==> src/rtl/core_ctrl.sv <==
`timescale 1ns/1ps
// core_ctrl: opcode sequencer for the image-processing core. Accepts one
// opcode at a time, runs pixel loads, steps the 2x2 display window origin,
// rescales the active channel depth and launches datapath operations whose
// completion is tracked by counting output beats.
module core_ctrl #(
    parameter int INST_BW    = 4,
    parameter int IMG_W      = 8,
    parameter int IMG_MAX_CH = 32,
    parameter int ADDR_BW    = 11
) (
    input  logic                       i_clk,
    input  logic                       i_rst_n,
    input  logic                       i_op_valid,
    input  logic [INST_BW-1:0]         i_op_mode,
    output logic                       o_op_ready,
    input  logic                       i_in_valid,
    output logic                       o_in_ready,
    input  logic                       i_out_valid,
    output logic                       o_load_we,
    output logic [ADDR_BW-1:0]         o_load_addr,
    output logic [$clog2(IMG_W)-1:0]   o_org_x,
    output logic [$clog2(IMG_W)-1:0]   o_org_y,
    output logic [1:0]                 o_depth,
    output logic                       o_run_start,
    output logic [INST_BW-1:0]         o_run_mode
);

    localparam int OW     = $clog2(IMG_W);
    localparam int CNT_BW = 8;

    // Last load address: one beat per pixel per channel at full depth.
    localparam logic [ADDR_BW-1:0] LAST_ADDR = ADDR_BW'(IMG_W * IMG_W * IMG_MAX_CH - 1);
    // The 2x2 window must stay fully inside the image.
    localparam logic [OW-1:0]      ORG_MAX   = OW'(IMG_W - 2);

    localparam logic [INST_BW-1:0] OP_LOAD = INST_BW'(0);
    localparam logic [INST_BW-1:0] OP_SHFR = INST_BW'(1);
    localparam logic [INST_BW-1:0] OP_SHFL = INST_BW'(2);
    localparam logic [INST_BW-1:0] OP_SHFU = INST_BW'(3);
    localparam logic [INST_BW-1:0] OP_SHFD = INST_BW'(4);
    localparam logic [INST_BW-1:0] OP_SCAD = INST_BW'(5);
    localparam logic [INST_BW-1:0] OP_SCAU = INST_BW'(6);
    localparam logic [INST_BW-1:0] OP_DISP = INST_BW'(7);
    localparam logic [INST_BW-1:0] OP_CONV = INST_BW'(8);
    localparam logic [INST_BW-1:0] OP_MEDF = INST_BW'(9);
    localparam logic [INST_BW-1:0] OP_GRAD = INST_BW'(10);

    typedef enum logic [2:0] {
        S_IDLE,
        S_READY,
        S_WAIT_OP,
        S_LOAD,
        S_EXEC
    } state_e;

    typedef enum logic [1:0] {
        DEPTH_8  = 2'b00,
        DEPTH_16 = 2'b01,
        DEPTH_32 = 2'b10
    } depth_e;

    state_e               state_q,     state_d;
    logic                 op_ready_q,  op_ready_d;
    logic                 in_ready_q,  in_ready_d;
    logic [ADDR_BW-1:0]   load_addr_q, load_addr_d;
    logic [OW-1:0]        org_x_q,     org_x_d;
    logic [OW-1:0]        org_y_q,     org_y_d;
    depth_e               depth_q,     depth_d;
    logic                 run_start_q, run_start_d;
    logic [INST_BW-1:0]   run_mode_q,  run_mode_d;
    logic [CNT_BW-1:0]    beat_cnt_q,  beat_cnt_d;
    logic [CNT_BW-1:0]    beat_last;
    logic                 load_we;

    // A beat is written only when the controller is actually accepting pixels.
    assign load_we = i_in_valid & in_ready_q;

    // Index of the final output beat for the operation currently executing.
    always_comb begin
        beat_last = '0;
        case (run_mode_q)
            OP_DISP: begin
                case (depth_q)
                    DEPTH_8:  beat_last = CNT_BW'(31);
                    DEPTH_16: beat_last = CNT_BW'(63);
                    default:  beat_last = CNT_BW'(127);
                endcase
            end
            OP_CONV: beat_last = CNT_BW'(3);
            OP_MEDF: beat_last = CNT_BW'(15);
            OP_GRAD: beat_last = CNT_BW'(15);
            default: beat_last = '0;
        endcase
    end

    // Next-state and next-output logic for the opcode sequencer.
    always_comb begin
        // NOTE: every signal gets a default first so no path through the case
        // leaves a variable unassigned, which would otherwise infer a latch.
        state_d     = state_q;
        in_ready_d  = in_ready_q;
        load_addr_d = load_addr_q;
        org_x_d     = org_x_q;
        org_y_d     = org_y_q;
        depth_d     = depth_q;
        run_start_d = 1'b0;
        run_mode_d  = run_mode_q;
        beat_cnt_d  = beat_cnt_q;

        case (state_q)
            S_IDLE:  state_d = S_READY;
            S_READY: state_d = S_WAIT_OP;
            S_WAIT_OP: begin
                if (i_op_valid) begin
                    // Window and depth opcodes, and reserved ones, finish here.
                    state_d = S_READY;
                    case (i_op_mode)
                        OP_LOAD: begin
                            state_d     = S_LOAD;
                            in_ready_d  = 1'b1;
                            load_addr_d = '0;
                            org_x_d     = '0;
                            org_y_d     = '0;
                            depth_d     = DEPTH_32;
                        end
                        OP_SHFR: if (org_x_q < ORG_MAX) org_x_d = org_x_q + 1'b1;
                        OP_SHFL: if (org_x_q != '0)     org_x_d = org_x_q - 1'b1;
                        OP_SHFD: if (org_y_q < ORG_MAX) org_y_d = org_y_q + 1'b1;
                        OP_SHFU: if (org_y_q != '0)     org_y_d = org_y_q - 1'b1;
                        OP_SCAD: begin
                            case (depth_q)
                                DEPTH_32: depth_d = DEPTH_16;
                                DEPTH_16: depth_d = DEPTH_8;
                                default:  depth_d = DEPTH_8;
                            endcase
                        end
                        OP_SCAU: begin
                            case (depth_q)
                                DEPTH_8:  depth_d = DEPTH_16;
                                DEPTH_16: depth_d = DEPTH_32;
                                default:  depth_d = DEPTH_32;
                            endcase
                        end
                        OP_DISP, OP_CONV, OP_MEDF, OP_GRAD: begin
                            state_d     = S_EXEC;
                            run_start_d = 1'b1;
                            run_mode_d  = i_op_mode;
                            beat_cnt_d  = '0;
                        end
                        default: ;
                    endcase
                end
            end
            S_LOAD: begin
                if (load_we) begin
                    // The counter parks at the last address instead of wrapping.
                    if (load_addr_q == LAST_ADDR) begin
                        in_ready_d = 1'b0;
                        state_d    = S_READY;
                    end else begin
                        load_addr_d = load_addr_q + 1'b1;
                    end
                end
            end
            S_EXEC: begin
                if (i_out_valid) begin
                    if (beat_cnt_q == beat_last) begin
                        beat_cnt_d = '0;
                        state_d    = S_READY;
                    end else begin
                        beat_cnt_d = beat_cnt_q + 1'b1;
                    end
                end
            end
            default: state_d = S_IDLE;
        endcase

        // Registered ready pulse coincides with the single READY cycle.
        op_ready_d = (state_d == S_READY);
    end

    // State and output registers; reset aborts any load or execution.
    always_ff @(posedge i_clk or negedge i_rst_n) begin
        if (!i_rst_n) begin
            state_q     <= S_IDLE;
            op_ready_q  <= 1'b0;
            in_ready_q  <= 1'b0;
            load_addr_q <= '0;
            org_x_q     <= '0;
            org_y_q     <= '0;
            depth_q     <= DEPTH_32;
            run_start_q <= 1'b0;
            run_mode_q  <= '0;
            beat_cnt_q  <= '0;
        end else begin
            // NOTE: non-blocking assignments so every register samples the
            // pre-edge values, independent of statement order.
            state_q     <= state_d;
            op_ready_q  <= op_ready_d;
            in_ready_q  <= in_ready_d;
            load_addr_q <= load_addr_d;
            org_x_q     <= org_x_d;
            org_y_q     <= org_y_d;
            depth_q     <= depth_d;
            run_start_q <= run_start_d;
            run_mode_q  <= run_mode_d;
            beat_cnt_q  <= beat_cnt_d;
        end
    end

    assign o_op_ready  = op_ready_q;
    assign o_in_ready  = in_ready_q;
    assign o_load_we   = load_we;
    assign o_load_addr = load_addr_q;
    assign o_org_x     = org_x_q;
    assign o_org_y     = org_y_q;
    assign o_depth     = depth_q;
    assign o_run_start = run_start_q;
    assign o_run_mode  = run_mode_q;

endmodule
==> config.mk <==
export PLATFORM = sky130hd
export DESIGN_NAME = core_ctrl
export DESIGN_NICKNAME = d
export VERILOG_FILES = /design/src/rtl/core_ctrl.sv
export SDC_FILE = /design/constraint.sdc
export NUM_CORES = 1
export LEC_CHECK = 0
export BUFFER_PORTS_ARGS = -buffer_cell sky130_fd_sc_hd__buf_2
export CORE_UTILIZATION = 61
export DETAILED_ROUTE_END_ITERATION = 16
export PLACE_DENSITY = 0.85
export RECOVER_POWER = 25
export SETUP_SLACK_MARGIN = 0.4
export SYNTH_ARGS = -nofsm -noshare
export SYNTH_HDL_FRONTEND = slang
export SYNTH_SLANG_ARGS = --single-unit
==> constraint.sdc <==
create_clock -name i_clk -period 4.76 [get_ports i_clk]
set_input_delay 0.952 -clock i_clk [delete_from_list [all_inputs] [get_ports i_clk]]
set_output_delay 0.952 -clock i_clk [all_outputs]
set_load 0.005 [all_outputs]
==> metrics.txt <==
status=finished, violations left; failing checks=capacitance limit, slew limit; synth top area cells=dfrtp_1, nand2_1, nor2_1, a21oi_1, o21ai_0; Max Fclk=415 MHz; I/O pins=36; Static Leak=~1.2 nW; DR DRC count=0; maximum vdd drop=~260 uV; Setup TNS=0 ns; floorplan row count=22; Final Hold Fails=0; CP Class=input pin to flop; commonest non-fill, non-tap cell in the layout=dfrtp_1; global route total overflow=0; cell taking the most area after synthesis=dfrtp_1; Vias/cell=around 6.1; GR Layer Usage met2=a little under half; CTS tree=yes; GPL Wtd Cong=about 0.8; DIE HEIGHT=between 60 and 70 um; Worst Setup Start Kind=input pin; hold crit path type=flop to flop; Post-DP HPWL=approximately 3600 um; ant diodes=0; met3 global-route usage=around 4.8%; Pwr Density=around 430 nW/um2; Pwr Total=0.00112 W; Post-synth EDFFs=0; Inst Count DP=341; post-CTS sizing=0; Max Buffers Root-to-Sink=2; post-place setup slack=between 2 and 2.5 ns; fin. max-slew vios=38; Top FF cell, synth=dfrtp_1; WL final=between 5000 and 6000 um; Post-DRT Antenna Nets=0; clock slew at the register clock pins of the worst setup and hold paths=~0.080 ns; CTS Sinks=37; CORE AREA=3690 um2; GR Util All Layers=a little over a quarter; H-tree Lvls=2; setup ws final=approximately 2.3 ns; drt initial violations=around 160; cells after synthesis=268; via count=roughly 2100; Worst Setup End Kind=flop; Initial Utilization=63.9%; vias in the first global route=1988; RSZ-0062 raised after global routing=false; largest net degree at the start of global routing=38; synth unique cells=between 60 and 70; relative slew slack=-29.9%; clock insertion delay at the later pin of the skew report=~0.29 ns; Post-Syn Nets=~280; cell area after synthesis=2360 um2; Least-Margin Pin Slew=between 1.5 and 2 ns; Inserted Clock Buffers=5; met1 Usage GRT=34.2%; async set-reset flop share out of synthesis=100%; Syn Area/Cell=about 8.8 um2; Max Cap Viol=1; most frequent cells in the layout=dfrtp_1, buf_2, nand2_1; hold-fix buffers at CTS=0; Layout area overhead=11.5%; non-filler cells, final=between 300 and 400; Fill cells=a little over 300; root buffer cell=clkbuf_8; synth warn=0; # port buffers=35; Die ar.=4120 um2; crit path time final=roughly 2.4 ns; CP Data Required Time=roughly 5 ns; GRT busiest layer=met2; share of cells above drive strength 1=a little over a fifth; Critical Path AT=2.63 ns; number of antenna violations at the first check in global routing=0; Setup Skew=between 0.007 and 0.008 ns; Die W=~64 um; Final #Nets=between 300 and 400; FF+latch count, synth=37; drt pass-1 iters=4; Post-CTS Setup Repair Bufs=0; Crit Path Max Fanout=11; final period utilization=between 50% and 60%; # setup viols final=0; first-pass GRT wire length=8700 um; Seq/Total Area, Yosys=between 30 and 40%; top cell type's share of synthesized area=a little under two fifths; WL/cell=around 15 um
## per-layer routing
layer  vias to the layer above  routed length, um  part of all wire [%]
met2                        62               2460                    48
met1                      1017               2420                    47
li1                       1035                  -                     -
met5                         -                  0                     0
met4                         0                 71                   1.4
met3                         7                209                   4.1
## stage by stage
step / instance area (um2) / util, % / hold WS (ns)
after floorplan: 2360 / - / 0.506
after global placement: 2540 / 69.0 / 0.520
after detailed placement: 2540 / 69.0 / 0.531
after CTS: 2630 / 71.3 / 0.540
after global routing: 2630 / 71.3 / 0.561
final: 2630 / 71.3 / 0.552
## layout make-up
cell class                      instances  area [um2]  share of cell area [%]
Multi-Input combinational cell        210        1340                    51.0
Sequential cell                        37         927                    35.3
Timing Repair Buffer                   35         174                    6.62
Clock buffer                            5        68.8                    2.62
Tap cell                               48        60.1                    2.28
Inverter                               11        41.3                    1.57
Clock inverter                          3        17.5                   0.666
## cell families after synthesis
group                    share of synthesized area (%)
AND/OR/NAND/NOR                                   28.2
AO/OA/AOI/OAI                                     18.7
flip-flops                                        39.3
buffers and inverters                             3.82
XOR/XNOR                                          4.46
adder cells (fa/ha/maj)                           3.24
multiplexers                                      2.18
## registers in the layout, indices dropped and copies added (netlist names)
signal and flops:
o_load_addr 11, state_q 3, o_run_start 1, beat_cnt_q 8, o_org_x 3, o_run_mode 4
o_op_ready 1, o_org_y 3, o_depth 2, o_in_ready 1
## final timing paths
path                                                    end                        start  slack (ns)  depth (start not counted)
worst max-delay path                 o_org_y[2]$_DFFE_PN0P_                 i_op_mode[0]        2.35                         10
worst min-delay path            o_load_addr[10]$_DFFE_PN0P_  o_load_addr[10]$_DFFE_PN0P_        0.55                          2
worst max register to register         o_op_ready$_DFF_PN0_         state_q[1]$_DFF_PN0_        2.57                          6
worst min register to register  o_load_addr[10]$_DFFE_PN0P_  o_load_addr[10]$_DFFE_PN0P_        0.55                          2
max in group asynchronous            o_org_y[0]$_DFFE_PN0P_                      i_rst_n        2.44                          1
min in group asynchronous         beat_cnt_q[2]$_DFFE_PN0P_                      i_rst_n        1.19                          1
## power breakdown
part | switching, W | internal (W) | total [W]
Sequential | 0.000124 | 0.000384 | 0.000508
Clock | 0.000119 | 0.000101 | 0.000220
Combinational | 0.000200 | 0.000191 | 0.000391
Total | 0.000442 | 0.000676 | 0.00112
## critical path, cell delays in order
cell	delay [ns]
buf_2	0.18
nand2_2	0.11
nor3_1	0.27
inv_1	0.15
fa_1	0.44
nor3_1	0.21
a31oi_1	0.06
nor2_1	0.10
nor2_1	0.05
a21oi_1	0.11
## Yosys cell counts, drive strengths merged, types with 2 or more instances
| master | n |
|---|---|
| nor3 | 13 |
| xor2 | 7 |
| a31o | 2 |
| fa | 2 |
| nor2 | 28 |
| and4 | 3 |
| a22oi | 3 |
| nor2b | 3 |
| dfrtp | 36 |
| inv | 11 |
| clkbuf | 5 |
| nand2b | 7 |
| a21oi | 18 |
| or3 | 4 |
| a21o | 3 |
| ha | 2 |
| buf | 5 |
| o31ai | 4 |
| nand2 | 31 |
| and3 | 5 |
| a31oi | 7 |
| o21ai | 18 |
| nor4 | 2 |
| nand4 | 7 |
| nand3 | 8 |
| mux2 | 3 |
| o221ai | 2 |
| and2 | 3 |
| xnor2 | 5 |
| nor3b | 2 |
(Power assumes the default switching activity.)
